<file path="config.mk">
export PLATFORM = sky130hd
export DESIGN_NAME = vx_risc_v_inst_decoder_flat
export DESIGN_NICKNAME = d
export VERILOG_FILES = /design/src/rtl/VX_tb_common_pkg.sv /design/src/rtl/VX_risc_v_inst_if.sv /design/src/rtl/vx_risc_v_inst_field_extract.sv /design/src/rtl/vx_risc_v_inst_decoder.sv /design/src/flat_wrapper.sv
export SDC_FILE = /design/constraint.sdc
export NUM_CORES = 1
export LEC_CHECK = 0
export BUFFER_PORTS_ARGS = -buffer_cell sky130_fd_sc_hd__buf_2
export CAP_MARGIN = 5
export CORE_UTILIZATION = 41
export CTS_BUF_LIST = sky130_fd_sc_hd__clkbuf_8
export CTS_CLUSTER_SIZE = 30
export DETAILED_ROUTE_END_ITERATION = 6
export GPL_TIMING_DRIVEN = 0
export SETUP_SLACK_MARGIN = 0.4
export SYNTH_ARGS = -nofsm -noshare
export SYNTH_HDL_FRONTEND = slang
export SYNTH_SLANG_ARGS = --single-unit
</file>
<file path="constraint.sdc">
create_clock -name clk -period 5.9 [get_ports clk]
set_input_delay 0.59 -clock clk [delete_from_list [all_inputs] [get_ports clk]]
set_output_delay 0.59 -clock clk [all_outputs]
set_load 0.01 [all_outputs]
</file>
<file path="src/rtl/VX_tb_common_pkg.sv">
// VX_tb_common_pkg
// Shared RV32I decode types: field typedefs, the instruction-type enum
// (with an ILLEGAL member), major-opcode constants, the decoded-entry
// struct and the opcode classifier used by the field extractor.
package VX_tb_common_pkg;

  typedef logic [6:0]  opcode_t;
  typedef logic [4:0]  reg_idx_t;
  typedef logic [2:0]  funct3_t;
  typedef logic [6:0]  funct7_t;
  typedef logic [11:0] imm12_t;
  typedef logic [19:0] imm20_t;
  typedef logic [7:0]  imm8_t;
  typedef logic [6:0]  imm7_t;
  typedef logic [4:0]  imm5_t;

  // Encoding order doubles as the index into the per-type counters
  typedef enum logic [2:0] {
    R_TYPE = 3'd0,
    I_TYPE = 3'd1,
    S_TYPE = 3'd2,
    B_TYPE = 3'd3,
    U_TYPE = 3'd4,
    J_TYPE = 3'd5,
    ILLEGAL = 3'd6
  } risc_v_seq_inst_type_t;

  localparam int NUM_INST_TYPES = 7;

  localparam opcode_t OPC_OP     = 7'b0110011;
  localparam opcode_t OPC_OP_IMM = 7'b0010011;
  localparam opcode_t OPC_LOAD   = 7'b0000011;
  localparam opcode_t OPC_JALR   = 7'b1100111;
  localparam opcode_t OPC_SYSTEM = 7'b1110011;
  localparam opcode_t OPC_STORE  = 7'b0100011;
  localparam opcode_t OPC_BRANCH = 7'b1100011;
  localparam opcode_t OPC_LUI    = 7'b0110111;
  localparam opcode_t OPC_AUIPC  = 7'b0010111;
  localparam opcode_t OPC_JAL    = 7'b1101111;

  typedef struct packed {
    risc_v_seq_inst_type_t inst_type;
    opcode_t  opcode;
    reg_idx_t rd;
    funct3_t  funct3;
    reg_idx_t rs1;
    reg_idx_t rs2;
    funct7_t  funct7;
    imm12_t   i_type_imm;
    imm7_t    s_type_imm1;
    imm5_t    s_type_imm0;
    imm7_t    b_type_imm1;
    imm5_t    b_type_imm0;
    imm20_t   u_type_imm;
    imm12_t   j_type_imm1;
    imm8_t    j_type_imm0;
  } risc_v_dec_t;

  function automatic risc_v_seq_inst_type_t classify_opcode(input opcode_t op);
    case (op)
      OPC_OP:                                   return R_TYPE;
      OPC_OP_IMM, OPC_LOAD, OPC_JALR, OPC_SYSTEM: return I_TYPE;
      OPC_STORE:                                return S_TYPE;
      OPC_BRANCH:                               return B_TYPE;
      OPC_LUI, OPC_AUIPC:                       return U_TYPE;
      OPC_JAL:                                  return J_TYPE;
      default:                                  return ILLEGAL;
    endcase
  endfunction

endpackage

</file>
<file path="src/rtl/VX_risc_v_inst_if.sv">
// VX_risc_v_inst_if
// Decoded RV32I instruction fields. The decoder drives it through the
// master modport; consumers read it through the slave modport.
interface VX_risc_v_inst_if;
  import VX_tb_common_pkg::*;

  risc_v_seq_inst_type_t inst_type;
  opcode_t  opcode;
  reg_idx_t rd;
  funct3_t  funct3;
  reg_idx_t rs1;
  reg_idx_t rs2;
  funct7_t  funct7;
  imm12_t   i_type_imm;
  imm7_t    s_type_imm1;
  imm5_t    s_type_imm0;
  imm7_t    b_type_imm1;
  imm5_t    b_type_imm0;
  imm20_t   u_type_imm;
  imm12_t   j_type_imm1;
  imm8_t    j_type_imm0;

  modport master (output inst_type, opcode, rd, funct3, rs1, rs2, funct7,
                  i_type_imm, s_type_imm1, s_type_imm0, b_type_imm1,
                  b_type_imm0, u_type_imm, j_type_imm1, j_type_imm0);
  modport slave  (input  inst_type, opcode, rd, funct3, rs1, rs2, funct7,
                  i_type_imm, s_type_imm1, s_type_imm0, b_type_imm1,
                  b_type_imm0, u_type_imm, j_type_imm1, j_type_imm0);
endinterface

</file>
<file path="src/rtl/vx_risc_v_inst_field_extract.sv">
// vx_risc_v_inst_field_extract
// Purely combinational RV32I field slicer. Classifies the opcode and
// drives only the fields the instruction type uses; all others are 0.
// Ports:
//   i_inst  [31:0]        raw instruction word
//   o_dec   risc_v_dec_t  classified type plus extracted fields
module vx_risc_v_inst_field_extract
  import VX_tb_common_pkg::*;
(
  input  logic [31:0] i_inst,
  output risc_v_dec_t o_dec
);

  risc_v_seq_inst_type_t w_type;

  assign w_type = classify_opcode(i_inst[6:0]);

  always_comb begin
    o_dec           = '0;
    o_dec.inst_type = w_type;
    o_dec.opcode    = i_inst[6:0];
    case (w_type)
      R_TYPE: begin
        o_dec.rd     = i_inst[11:7];
        o_dec.funct3 = i_inst[14:12];
        o_dec.rs1    = i_inst[19:15];
        o_dec.rs2    = i_inst[24:20];
        o_dec.funct7 = i_inst[31:25];
      end
      I_TYPE: begin
        o_dec.rd         = i_inst[11:7];
        o_dec.funct3     = i_inst[14:12];
        o_dec.rs1        = i_inst[19:15];
        o_dec.i_type_imm = i_inst[31:20];
      end
      S_TYPE: begin
        o_dec.funct3      = i_inst[14:12];
        o_dec.rs1         = i_inst[19:15];
        o_dec.rs2         = i_inst[24:20];
        o_dec.s_type_imm1 = i_inst[31:25];
        o_dec.s_type_imm0 = i_inst[11:7];
      end
      B_TYPE: begin
        o_dec.funct3      = i_inst[14:12];
        o_dec.rs1         = i_inst[19:15];
        o_dec.rs2         = i_inst[24:20];
        o_dec.b_type_imm1 = i_inst[31:25];
        o_dec.b_type_imm0 = i_inst[11:7];
      end
      U_TYPE: begin
        o_dec.rd         = i_inst[11:7];
        o_dec.u_type_imm = i_inst[31:12];
      end
      J_TYPE: begin
        o_dec.rd          = i_inst[11:7];
        o_dec.j_type_imm1 = i_inst[31:20];
        o_dec.j_type_imm0 = i_inst[19:12];
      end
      default: ;
    endcase
  end

endmodule

</file>
<file path="src/rtl/vx_risc_v_inst_decoder.sv">
// vx_risc_v_inst_decoder
// RV32I decoder with a 2-entry in-order output FIFO. Words are decoded
// on entry and the head entry is presented on inst_if. in_ready and
// out_valid come straight from registers (no combinational ready path).
// Optional per-type statistics counters: define VX_TB_INST_STATS_EN.
// Ports:
//   clk, reset            clock, synchronous active-high reset
//   in_valid/in_data      raw instruction word offer
//   in_ready              FIFO not full
//   out_valid/out_ready   head entry handshake
//   inst_if               decoded head fields (0 when out_valid=0)
//   out_illegal           head entry has an unrecognised opcode
//   stat_count            saturating counters R,I,S,B,U,J,ILLEGAL (macro only)
module vx_risc_v_inst_decoder
  import VX_tb_common_pkg::*;
#(
  parameter int STAT_W = 16
)(
  input  logic        clk,
  input  logic        reset,
  input  logic        in_valid,
  input  logic [31:0] in_data,
  output logic        in_ready,
  output logic        out_valid,
  input  logic        out_ready,
  VX_risc_v_inst_if.master inst_if,
  output logic        out_illegal
`ifdef VX_TB_INST_STATS_EN
  ,
  output logic [NUM_INST_TYPES-1:0][STAT_W-1:0] stat_count
`endif
);

  risc_v_dec_t w_dec;
  risc_v_dec_t w_head;
  risc_v_dec_t r_mem [2];
  logic        r_wr_ptr;
  logic        r_rd_ptr;
  logic [1:0]  r_count;
  logic        r_in_ready;
  logic        r_out_valid;
  logic        w_push;
  logic        w_pop;
  logic [1:0]  w_count_nxt;

  vx_risc_v_inst_field_extract u_extract (
    .i_inst (in_data),
    .o_dec  (w_dec)
  );

  assign w_push = in_valid && r_in_ready;
  assign w_pop  = r_out_valid && out_ready;

  always_comb begin
    w_count_nxt = r_count;
    case ({w_push, w_pop})
      2'b10:   w_count_nxt = r_count + 2'd1;
      2'b01:   w_count_nxt = r_count - 2'd1;
      default: ;
    endcase
  end

  // Stage boundary: FIFO control registers
  always_ff @(posedge clk) begin
    if (reset) begin
      r_wr_ptr    <= 1'b0;
      r_rd_ptr    <= 1'b0;
      r_count     <= 2'd0;
      r_in_ready  <= 1'b0;
      r_out_valid <= 1'b0;
    end else begin
      if (w_push) r_wr_ptr <= ~r_wr_ptr;
      if (w_pop)  r_rd_ptr <= ~r_rd_ptr;
      r_count     <= w_count_nxt;
      r_in_ready  <= (w_count_nxt != 2'd2);
      r_out_valid <= (w_count_nxt != 2'd0);
    end
  end

  // Stage boundary: FIFO storage (contents unreset; masked by out_valid)
  always_ff @(posedge clk) begin
    if (w_push) r_mem[r_wr_ptr] <= w_dec;
  end

  assign w_head    = r_out_valid ? r_mem[r_rd_ptr] : '0;
  assign in_ready  = r_in_ready;
  assign out_valid = r_out_valid;
  assign out_illegal = r_out_valid && (w_head.inst_type == ILLEGAL);

  assign inst_if.inst_type   = w_head.inst_type;
  assign inst_if.opcode      = w_head.opcode;
  assign inst_if.rd          = w_head.rd;
  assign inst_if.funct3      = w_head.funct3;
  assign inst_if.rs1         = w_head.rs1;
  assign inst_if.rs2         = w_head.rs2;
  assign inst_if.funct7      = w_head.funct7;
  assign inst_if.i_type_imm  = w_head.i_type_imm;
  assign inst_if.s_type_imm1 = w_head.s_type_imm1;
  assign inst_if.s_type_imm0 = w_head.s_type_imm0;
  assign inst_if.b_type_imm1 = w_head.b_type_imm1;
  assign inst_if.b_type_imm0 = w_head.b_type_imm0;
  assign inst_if.u_type_imm  = w_head.u_type_imm;
  assign inst_if.j_type_imm1 = w_head.j_type_imm1;
  assign inst_if.j_type_imm0 = w_head.j_type_imm0;

`ifdef VX_TB_INST_STATS_EN
  logic [NUM_INST_TYPES-1:0][STAT_W-1:0] r_stat;

  function automatic logic [STAT_W-1:0] sat_inc(input logic [STAT_W-1:0] v);
    return (&v) ? v : v + STAT_W'(1);
  endfunction

  // Stage boundary: statistics counters, counted at acceptance
  always_ff @(posedge clk) begin
    if (reset) begin
      r_stat <= '0;
    end else if (w_push) begin
      r_stat[w_dec.inst_type] <= sat_inc(r_stat[w_dec.inst_type]);
    end
  end

  assign stat_count = r_stat;
`endif

endmodule
</file>
<file path="src/flat_wrapper.sv">
// flat-port wrapper written by rule: the top's interface ports become plain ports
module vx_risc_v_inst_decoder_flat import VX_tb_common_pkg::*;
#(
  parameter int STAT_W = 16
)
  (clk, reset, in_valid, in_data, in_ready, out_valid, out_ready, out_illegal, inst_if_inst_type, inst_if_opcode, inst_if_rd, inst_if_funct3, inst_if_rs1, inst_if_rs2, inst_if_funct7, inst_if_i_type_imm, inst_if_s_type_imm1, inst_if_s_type_imm0, inst_if_b_type_imm1, inst_if_b_type_imm0, inst_if_u_type_imm, inst_if_j_type_imm1, inst_if_j_type_imm0);
  VX_risc_v_inst_if inst_if_i ();
  input  logic clk;
  input  logic reset;
  input  logic in_valid;
  input  logic [31:0] in_data;
  output logic in_ready;
  output logic out_valid;
  input  logic out_ready;
  output logic out_illegal;
  output wire logic [$bits(inst_if_i.inst_type)-1:0] inst_if_inst_type;
  output wire logic [$bits(inst_if_i.opcode)-1:0] inst_if_opcode;
  output wire logic [$bits(inst_if_i.rd)-1:0] inst_if_rd;
  output wire logic [$bits(inst_if_i.funct3)-1:0] inst_if_funct3;
  output wire logic [$bits(inst_if_i.rs1)-1:0] inst_if_rs1;
  output wire logic [$bits(inst_if_i.rs2)-1:0] inst_if_rs2;
  output wire logic [$bits(inst_if_i.funct7)-1:0] inst_if_funct7;
  output wire logic [$bits(inst_if_i.i_type_imm)-1:0] inst_if_i_type_imm;
  output wire logic [$bits(inst_if_i.s_type_imm1)-1:0] inst_if_s_type_imm1;
  output wire logic [$bits(inst_if_i.s_type_imm0)-1:0] inst_if_s_type_imm0;
  output wire logic [$bits(inst_if_i.b_type_imm1)-1:0] inst_if_b_type_imm1;
  output wire logic [$bits(inst_if_i.b_type_imm0)-1:0] inst_if_b_type_imm0;
  output wire logic [$bits(inst_if_i.u_type_imm)-1:0] inst_if_u_type_imm;
  output wire logic [$bits(inst_if_i.j_type_imm1)-1:0] inst_if_j_type_imm1;
  output wire logic [$bits(inst_if_i.j_type_imm0)-1:0] inst_if_j_type_imm0;
  assign inst_if_inst_type = inst_if_i.inst_type;
  assign inst_if_opcode = inst_if_i.opcode;
  assign inst_if_rd = inst_if_i.rd;
  assign inst_if_funct3 = inst_if_i.funct3;
  assign inst_if_rs1 = inst_if_i.rs1;
  assign inst_if_rs2 = inst_if_i.rs2;
  assign inst_if_funct7 = inst_if_i.funct7;
  assign inst_if_i_type_imm = inst_if_i.i_type_imm;
  assign inst_if_s_type_imm1 = inst_if_i.s_type_imm1;
  assign inst_if_s_type_imm0 = inst_if_i.s_type_imm0;
  assign inst_if_b_type_imm1 = inst_if_i.b_type_imm1;
  assign inst_if_b_type_imm0 = inst_if_i.b_type_imm0;
  assign inst_if_u_type_imm = inst_if_i.u_type_imm;
  assign inst_if_j_type_imm1 = inst_if_i.j_type_imm1;
  assign inst_if_j_type_imm0 = inst_if_i.j_type_imm0;
  vx_risc_v_inst_decoder #(.STAT_W(STAT_W)) u_core (.clk(clk), .reset(reset), .in_valid(in_valid), .in_data(in_data), .in_ready(in_ready), .out_valid(out_valid), .out_ready(out_ready), .inst_if(inst_if_i), .out_illegal(out_illegal));
endmodule
</file>
; Word-level counts from Yosys, hierarchy flattened
; Memory sizes are Yosys's and may differ from the RTL's. A register that Yosys moved wholly into a read port is not among the register bits.
; Index checks and enable logic that the tools add are counted.
[classes]
addsub = 2
eq_ne = 19
mux = 16
n_bitwise = 2
n_reduce_logical = 10
[ops]
columns = cell, n
row1 = 111-bit 2-to-1 mux, 1
row2 = 20-bit 2-to-1 mux, 2
row3 = 12-bit 2-to-1 mux, 3
row4 = "7-bit equality test, second input constant", 4
row5 = "7-bit by 6-bit equality test with 1-bit output, second input constant", 3
row6 = 3-bit one-hot mux with 6 select lines, 1
row7 = "7-bit by 5-bit equality test with 1-bit output, second input constant", 2
row8 = 4-bit OR reduction, 3
row9 = 5-bit 2-to-1 mux, 2
row10 = "3-bit equality test, second input constant", 3
row11 = 8-bit 2-to-1 mux, 1
row12 = "7-bit by 2-bit equality test with 1-bit output, second input constant", 1
row13 = 7-bit 2-to-1 mux, 1
row14 = "3-bit by 2-bit equality test with 1-bit output, second input constant", 2
row15 = 1-bit 2-to-1 mux, 4
row16 = 2-bit one-hot mux with 2 select lines, 1
row17 = "3-bit by 1-bit equality test with 1-bit output, second input constant", 1
row18 = 1-bit logical AND, 3
row19 = 3-bit logical NOT, 1
row20 = 3-bit OR reduction, 1
row21 = "2-bit by 1-bit adder with 2-bit output, second input constant", 1
row22 = "2-bit by 1-bit equality test with 1-bit output, second input constant", 1
row23 = "2-bit equality test, second input constant", 1
row24 = "2-bit inequality test, second input constant", 1
row25 = 4 further kinds, 5
[word_totals]
reg_bits = 6
ramBits = 222
in_bits = 36
out_inout_bits = 114
wordCells = 55
mem_count = 1
[memory_table]
columns = name, words, word_bits, rd, rd_ports_with_merged_regs, write_ports, line_no
row1 = u_core.r_mem, 2, 111, 1, 1, 1, vx_risc_v_inst_decoder.sv:36  ; risc_v_dec_t r_mem [2];

; Logic depth before layout (Yosys ltp)
; Gate-level depths: netlist (run 1).
[logic_depth]
depth_word = 6
mapped_depth = 5
depth_no_buf = 5

; Modules after synthesis
; Synthesis (run 1) repeated with hierarchy kept, for this count alone.
[hier_totals]
hier_cells = 652
area_unflattened_um2 = 10019.6
[modules_own_cells]
columns = mod, instances, cells_per_inst, area_per_inst_um2, seq_area_each_um2
row1 = vx_risc_v_inst_decoder, 1, 502, 8952.3, 6806.5
row2 = vx_risc_v_inst_field_extract, 1, 150, 1067.3, 0.0

; Worst setup path after synthesis (run 1)
; Ideal clock, no wire load.
[synth_timing]
kind = input -> register
start = in in_valid
end = mem u_core.r_mem[0][0] (netlist bit) (enable)
setup_ps = 582
arrival_time_ps = 5306
required_time_ps = 5318
setup_slack_ps = 12
cell_stages = 2
path_buffers = 0
path_cell_list = nand2_1 nor2_1
[synth_via]
elab_chain_len = 3
[synth_rtl]
columns = element, line_no
row1 = start: declaration, flat_wrapper.sv:10  ; input logic in_valid;
row2 = 1-bit logical AND, vx_risc_v_inst_decoder.sv:51  ; assign w_push = in_valid && r_in_ready;
row3 = 1-bit 2-to-1 mux, vx_risc_v_inst_decoder.sv:82  ; if (w_push) r_mem[r_wr_ptr] <= w_dec;
row4 = 1-bit 2-to-1 mux (not written as such), vx_risc_v_inst_decoder.sv:82
row5 = end: declaration, vx_risc_v_inst_decoder.sv:36
; No other way between the ends.

; Final worst setup path (run 1)
[layout_timing]
start = reg u_core.r_out_valid (netlist: u_core.out_valid)
end = out inst_if_b_type_imm1[2]
[layout_via]
elab_chain_len = 1
[layout_rtl]
columns = element, line_no
row1 = start: declaration, vx_risc_v_inst_decoder.sv:41  ; logic r_out_valid;
row2 = start signal: assignment, vx_risc_v_inst_decoder.sv:76  ; r_out_valid <= (w_count_nxt != 2'd0);
row3 = 111-bit 2-to-1 mux, vx_risc_v_inst_decoder.sv:85  ; assign w_head = r_out_valid ? r_mem[r_rd_ptr] : '0;
row4 = end: declaration, flat_wrapper.sv:26  ; output wire logic [$bits(inst_if_i.b_type_imm1)-1:0] inst_if_b_type_imm1;
; No other way between the ends.

==> results of run 1 <==
cells in the mapped netlist (all sizes together):
cell	instances	share of area
a221oi	1	0.00090
nand2b	2	0.0013
a211oi	3	0.0028
nor3	4	0.0021
dfxtp	7	0.014
ha	1	0.0013
nand4b	2	0.0018
nor2	7	0.0027
nand3	1	0.00051
o21a	1	0.00077
nor3b	1	0.00077
xor2	2	0.0018
clkbuf	21	0.0082
a31oi	1	0.00064
mux2i	111	0.11
nand4bb	1	0.0028
o21ai	1	0.00051
nand3b	1	0.00077
nand2	7	0.0027
nor2b	115	0.074
nor4	1	0.00064
or4	2	0.0015
xnor2	2	0.0018
edfxtp	222	0.68
inv	4	0.0015
and3	1	0.00064
or3	2	0.0013
buf	13	0.0069
a21oi	7	0.0036
nor4b	1	0.0015
and2	98	0.063
a21o	1	0.00077
power by group through the flow:
stage / registers [W] / logic, W / clock network [W]
6_report: 0.00187 / 0.000526 / 0.00129
5_1_grt: 0.00187 / 0.000573 / 0.00140
4_1_cts: 0.00187 / 0.000536 / 0.00132
3_5_place_dp: 0.00190 / 0.000534 / 0
3_3_place_gp: 0.00191 / 0.000508 / 0
2_1_floorplan: 0.00190 / 0.000319 / 0
per-stage QoR:
stage          instance area [um^2]  total power, W  hold WS, ns  setup slack (ns)
2_1_floorplan                  9766        0.002223       0.4812             1.882
3_3_place_gp                  10910        0.002418       0.4999            0.1767
3_5_place_dp                  11040        0.002434       0.5010             3.229
4_1_cts                       11750        0.003727       0.2728             2.660
5_1_grt                       11750        0.003842       0.2744             2.603
6_report                      11750        0.003679       0.3107             2.719
worst max-delay path, stage by stage, from the launching register on:
cell and delay, ns:
sky130_fd_sc_hd__dfxtp_1 0.40, sky130_fd_sc_hd__clkbuf_1 0.73, sky130_fd_sc_hd__clkbuf_1 0.45, sky130_fd_sc_hd__nor2b_1 0.31
sky130_fd_sc_hd__buf_2 0.18
worst paths after layout:
kind,start,endpoint
setup / recovery,u_core.out_valid$_SDFF_PP0_,inst_if_b_type_imm1[2]
hold / removal,in_data[6],u_core.r_mem[0][107]$_DFFE_PP_
setup reg to reg,u_core.in_ready$_SDFF_PP0_,u_core.r_mem[0][31]$_DFFE_PP_
hold reg to reg,u_core.r_rd_ptr$_SDFFE_PP0P_,u_core.r_rd_ptr$_SDFFE_PP0P_
cells by family (layout without fill, tap and decap cells):
kind of cell | Yosys count | in the layout | share of synthesized area
other | 0 | 2 | 0
buffers and inverters | 38 | 261 | 0.01666
adders and majority gates | 1 | 1 | 0.001281
DFF | 229 | 229 | 0.6972
muxes | 111 | 111 | 0.1138
AOI/OAI and AO/OA | 15 | 15 | 0.009996
and+or+nand+nor | 246 | 246 | 0.1575
xor gates and xnor gates | 4 | 4 | 0.003589
cell type report:
type	count	area [um^2]
repair buffers	154	868.3
diodes	2	5.005
multi-input cells	377	2806
fillers	2110	11650
clock buffers	40	550.5
plain buffers	34	147.6
inverters	4	15.01
clock inverters	29	152.6
flip-flops and latches	229	6807
well taps	319	399.1
flip-flops by register name (all words and copies together) (netlist names), named ones only:
register          cells
u_core.out_valid      1
u_core.in_ready       1
u_core.r_rd_ptr       1
u_core.r_count        2
u_core.r_wr_ptr       1
u_core.r_mem        222
placed cells by master, fill, tap and decap left out, types with 2 or more instances in the layout:
cell	Yosys	final
sky130_fd_sc_hd__edfxtp_1	222	222
sky130_fd_sc_hd__buf_2	12	161
sky130_fd_sc_hd__nor2b_1	115	115
sky130_fd_sc_hd__mux2i_1	111	111
sky130_fd_sc_hd__and2_1	98	98
sky130_fd_sc_hd__clkbuf_8	0	40
sky130_fd_sc_hd__clkbuf_1	20	20
sky130_fd_sc_hd__inv_1	4	19
sky130_fd_sc_hd__clkinv_1	0	9
sky130_fd_sc_hd__nand2_1	7	7
sky130_fd_sc_hd__a21oi_1	7	7
sky130_fd_sc_hd__dfxtp_1	7	7
sky130_fd_sc_hd__nor2_1	7	6
sky130_fd_sc_hd__nor3_1	4	4
sky130_fd_sc_hd__buf_16	0	3
sky130_fd_sc_hd__diode_2	0	2
sky130_fd_sc_hd__or4_1	2	2
sky130_fd_sc_hd__nand2b_1	2	2
sky130_fd_sc_hd__nand4b_1	2	2
sky130_fd_sc_hd__or3_1	2	2
sky130_fd_sc_hd__a211oi_1	2	2
sky130_fd_sc_hd__xnor2_1	2	2
sky130_fd_sc_hd__xor2_1	2	2
sky130_fd_sc_hd__buf_12	0	2
routing by layer:
metal	GRT usage	vias up	share of wire
met1	0.2243	2800	0.44
met3	0.03766	35	0.055
met4	0.04902	0	0.015
met5	0	-	0
li1	-	2726	-
met2	0.3121	172	0.49
==> impl.org, run 1 <==
** Global route
- Vias in the first global route :: slightly above 6000
- Entering global routing, the biggest net connects 66 pins.
- Global-route wire length before repair :: between 30000 and 40000 um
- The initial antenna violation count was 2.
- Across every metal layer, demand over resource in global routing totals 0.1788.
- Remaining Overflow, GRT :: 0

** Yosys
- Count of different cell masters after synthesis :: 35
- Mean area per synthesized cell :: 15.16 um^2
- Net count after synthesis :: slightly below 700
- Fraction of the yosys area taken by sequential cells :: 0.6972
- Cell area after synthesis :: around 10000 um^2
- Total of flip-flops plus latches after synthesis :: 229
- Cell count after synthesis :: ~640
- Yosys synthesis warning count :: 0

** Timing
- The number of endpoints with negative hold slack in the final report came to 0.
- The final-report max-slew violation count came to 0.
- Clock skew on the completed layout was measured at around 0.014 ns.
- Final cycle utilization of the critical path :: 0.5392
- Counting I/O delays and the setup requirement, the final critical path takes roughly 3.2 ns.
- Max transition margin :: 0.3417
- Sum of negative setup slack :: 0 ns
- Setup repair after global routing left no endpoint under its margin.
- Final setup vio count :: 0
- For the pin with the worst max-slew slack, the measured transition is roughly 0.98 ns.
- Static timing analysis puts the maximum clock frequency at between 300 and 400 MHz.

** Power
- In this run the power spent charging and discharging nets is approximately 0.00094 W.
- The share of total power dissipated in the clock network is 0.349.
- Leakage power total :: between 4 and 5 nW
- The internal portion of the total power is 0.002742 W.
- Dividing total power by cell area gives a power density of 313.0 nW/um^2.
- Of the total power, the share spent switching nets is 0.2545.
- Worst vdd rail ir drop :: 0.2478 mV
- Logic gate share of total power :: 0.143
- Part of the total power dissipated in sequential elements :: 0.507

** Place
- IO Port Bufs :: 149
- Final GP Congestion :: between 0.7 and 0.8
- Number of instances in the placed design :: approximately 1100
- The wire-length estimate of the detail-placed layout is around 14000 um.

** CTS
- TritonCTS Sinks :: approximately 230
- The number of gates resized after CTS was 0.
- In this run, post-CTS hold repair placed 0 buffers.
- Buffers inserted during post-CTS setup optimization :: 0
- Number of buffers inserted during clock tree synthesis :: 40
- The tree is rooted in a sky130_fd_sc_hd__clkbuf_8.
- The clock tree synthesis step divided the H-tree into 2 levels.
- Largest buffer count on any clock path :: 3
- Clock-pin slew was measured on the worst setup and hold paths at 0.06 ns.
- TritonCTS built the clock tree.
- Clock network latency to the later pin of the worst-skew pair :: roughly 0.53 ns

** Setup path
- STA puts the critical path data required time at around 5.3 ns.
- By startpoint and endpoint, the worst setup path is classified as flop to output port.
- Endpoint type of the worst setup path :: output port
- Count of cells along the worst register-to-register path :: 6
- At the worst endpoint, the arrival time is between 2 and 3 ns.
- Critical Path Source Type :: flop
- Largest driver fanout on the critical path :: 10
- Worst-case register-to-register setup slack :: about 3.6 ns

** Final layout
- Net count, final :: between 800 and 900
- Share of cells above drive strength 1 :: 0.2514
- At the end of the flow the core is filled with cells to 0.5021.
- Layout area overhead :: 20.36%
- Fin cells :: 1188

** Run
- The tool flagged a number of max-cap violations equal to 0.

** Floorplan
- In this run the count of I/O pins placed on the die edge is 150.
- The floorplan has 56 rows.
- For this configuration, the core starts out at a cell density of 0.4172.
- The core region is 23400 um^2.
- Measured along the y axis, the die boundary spans approximately 160 um.
- Chip Width :: approximately 160 um
- Total die area :: between 20000 and 25000 um^2

** Detailed routing
- The final layout contains routed wiring with a total length of about 22000 um.
- After the first detailed-routing iteration, the DRC count stood at around 270.
- After detailed routing, the number of remaining DRC violations is 0.
- Detailed-route vias per instance :: 4.826
- Detailed routing inserted a total of ~5700 vias.
- For this run, the detailed router's first-pass iteration total came to 4.
- Final routed wire length divided by cell count :: roughly 18 um
- The count of nets left with antenna violations once routing finished came out at 0.

** Worst hold path
- Path category of the worst min-delay check :: input port to flop
- Along the worst hold path, the cell count comes to 1.

** Outcome
- The flow ran to the end, and the final reports show no timing, DRC or antenna violations.
No activity file was read; power rests on OpenSTA's default activity.
==> inputs of run 2 (changes only) <==
- clock period: 5.9 -> 2.9 ns (I/O delays scaled with it)
==> impl.org, run 2 (same netlist as run 1, synthesis figures left out) <==
** Outcome
- Outcome :: finished clean

** Timing
- Between clock sinks in the finished design, the worst skew comes to around 0.026 ns.
- Slew at the pin with the worst max-slew slack :: 0.9929 ns
- Final cycle utilization of the critical path :: 0.8312
- Setup repair after global routing could not meet its margin everywhere.
- Sum of negative setup slack :: 0 ns
- Fmax achieved :: ~410 MHz
- Max transition margin :: 0.3330
- Final hold violation count :: 0
- Final setup vio count :: 0
- Max-slew violation count :: 0
- Final min period :: ~2.4 ns

** Run
- Max-cap violations in this run came to 0.

** CTS
- Number of buffers inserted during clock tree synthesis :: 40
- At the later pin of the worst-skew pair, clock insertion delay measures ~0.54 ns.
- TritonCTS Sinks :: between 200 and 250
- After clock tree synthesis, the setup repair step added 0 buffers.
- In this run the number of H-tree levels came out at 2.
- CTS Root Cell :: sky130_fd_sc_hd__clkbuf_8
- Clock input transition at the sequential cells of the worst setup and hold paths :: approximately 0.060 ns
- The clock passes through at most 3 buffers.
- TritonCTS built the clock tree.

** Setup path
- Walking the worst path, the cells encountered are clkbuf_1 > clkbuf_4 > buf_4 > mux2i_1 > nor2b_1 > buf_2.
- The setup path with the least slack is of type flop to output port.
- Slowest CP cell :: sky130_fd_sc_hd__dfxtp_1
- Largest delay contributor family on the critical path :: buffers and inverters
- For the worst setup path, the data required time is 2.61 ns.
- Max stage delay on crit path :: ~0.31 ns
- Buffers plus inverters on the worst setup path :: 4
- The worst setup path is launched from a flop.
- Endpoint type of the worst setup path :: output port
- STA puts the critical path data arrival time at roughly 2.1 ns.
- Along the worst path, the maximum fanout reaches 10.

** Power
- Switching Fraction :: 0.2563
- The share of total power dissipated in combinational logic is 0.143.
- Areal power density over the cells :: about 640 nW/um^2
- The internal power of the cells totals about 0.0056 W.
- Summed over all cells, the static leakage comes to approximately 4.5 nW.
- The share of total power dissipated in sequential elements is 0.502.
- Worst vdd rail ir drop :: approximately 0.33 mV
- Proportion of power drawn by the clock network :: 0.355
- Switching pwr :: 0.001938 W

** Final layout
- Area of all placed cells without fillers :: approximately 12000 um^2
- Ranked by flip-flop count, first place goes to u_core.r_mem.
- Of the cells placed in the final design, the portion with a size suffix greater than 1 is 0.2646.
- The register with the most flip-flops in the layout has about 220 of them.
- In the layout the commonest cells are sky130_fd_sc_hd__edfxtp_1, sky130_fd_sc_hd__buf_2, sky130_fd_sc_hd__nor2b_1.
- Measured on the finished design, the core utilization comes to 0.5062.
- Filler instances :: between 2000 and 2500
- Net count, final :: 880
- Most common library cell in the layout ignoring fill and taps :: sky130_fd_sc_hd__edfxtp_1
- From synthesis to final layout, the design area changed by 21.34%.
- ANT cells :: 0
- Excluding fillers, the count of instances in the completed layout stands at 1192.
- Largest registers :: u_core.r_mem (222), u_core.r_count (2)

** Floorplan
- Effective utilization at floorplan :: 0.4172
- The floorplan step set the die height to around 160 um.
- The region available for standard cell placement spans ~23000 um^2.
- The die covers approximately 24000 um^2.
- During I/O placement, the number of pins put on the boundary was 150.
- Standard-cell row count :: 56
- Chip Width :: 156.3 um

** Global route
- The first global-routing pass estimated between 30000 and 40000 um of wire.
- GRT Total Usage :: 0.1805
- Initial antenna violation count :: 0
- Pin count of the biggest net entering global routing :: 60
- Remaining Overflow, GRT :: 0
- Vias in the first global route :: around 6000

** Worst hold path
- In this run the worst hold path is classified as input port to flop.

** Detailed routing
- ANT nets after route :: 0
- After the first detailed-routing iteration, the DRC count stood at 324.
- The final layout contains routed wiring with a total length of between 20000 and 25000 um.
- In the routed design, unresolved DRC markers number 0.
- Detailed routing inserted a total of 5720 vias.
- In the routed layout, each cell is associated on average with a via count of between 4 and 5.
- The first detailed-routing pass took 4 iterations.
- Final routed wire length divided by cell count :: about 18 um

** Place
- The placed instances occupy a cell area of approximately 11000 um^2.
- Final GP Congestion :: a little over 0.7
- The HPWL after detailed placement is roughly 14000 um.
- IO Port Bufs :: roughly 150
- Counting tap cells, the placed design contains a total of 1117 instances.
## run 2: cell types whose count changed in the layout (fill, tap and decap cells not counted), moves of 5 or more
| cell | before | now |
|---|---|---|
| sky130_fd_sc_hd__buf_2 | 161 | 150 |
| sky130_fd_sc_hd__clkinv_2 | 1 | 6 |
| sky130_fd_sc_hd__clkbuf_4 | 0 | 8 |
| sky130_fd_sc_hd__clkinv_1 | 9 | 15 |
| sky130_fd_sc_hd__inv_1 | 19 | 11 |
## run 2: repair_timing
item                       in CTS  in global routing
hold endpoints to repair       11                  0
setup endpoints to repair     100                 65
gates resized for setup         7                 11
pin swaps                       0                  0
hold buffers                    3                  0
## run 2: power groups by stage
stage	combinational, W	sequential, W	clock [W]
6_report	0.00108	0.00380	0.00268
5_1_grt	0.00119	0.00381	0.00293
4_1_cts	0.00110	0.00380	0.00276
3_5_place_dp	0.00108	0.00387	0
3_3_place_gp	0.00103	0.00387	0
2_1_floorplan	0.000651	0.00387	0
## run 2: per-layer routing
layer / wire length, um / track usage / vias up
li1: - / - / 2724
met1: 9381 / 0.2282 / 2798
met2: 10290 / 0.3027 / 160
met3: 1161 / 0.04071 / 38
met4: 502 / 0.06723 / 0
met5: 0 / 0 / -
## run 2: path summary, 6_finish.rpt
kind / slack (ns) / from / cells past startpoint / endpoint
worst max-delay path: 0.49 / flop / 6 / inst_if_s_type_imm1[6]
worst min-delay path: 0.06 / in_data[5] / 1 / u_core.r_mem[1][106]$_DFFE_PP_
worst max register to register: 0.95 / u_core.r_wr_ptr$_SDFFE_PP0P_ / 2 / u_core.r_mem[1][11]$_DFFE_PP_
worst min register to register: 0.51 / u_core.r_rd_ptr$_SDFFE_PP0P_ / 2 / flop
## run 2: area by class of cell
type | count | area (um^2) | area share
Clock inverter | 31 | 157.7 | 0.01331
Buffer | 34 | 180.2 | 0.01521
Multi-Input combinational cell | 377 | 2829 | 0.2388
Inverter | 4 | 15.01 | 0.001267
Sequential cell | 229 | 6810 | 0.5749
Timing Repair Buffer | 157 | 890.9 | 0.07520
Tap cell | 319 | 399.1 | 0.03369
Clock buffer | 41 | 564.3 | 0.04763
## run 2: metrics by stage
| step | setup WS, ns | total power, W | hold slack, ns |
|---|---|---|---|
| 2_1_floorplan | 0.4122 | 0.004517 | 0.3589 |
| 3_3_place_gp | -0.5316 | 0.004908 | 0.4982 |
| 3_5_place_dp | 0.5969 | 0.004949 | 0.5016 |
| 4_1_cts | 0.3507 | 0.007653 | 0.02900 |
| 5_1_grt | 0.3725 | 0.007921 | 0.05263 |
| 6_report | 0.4894 | 0.007562 | 0.06388 |
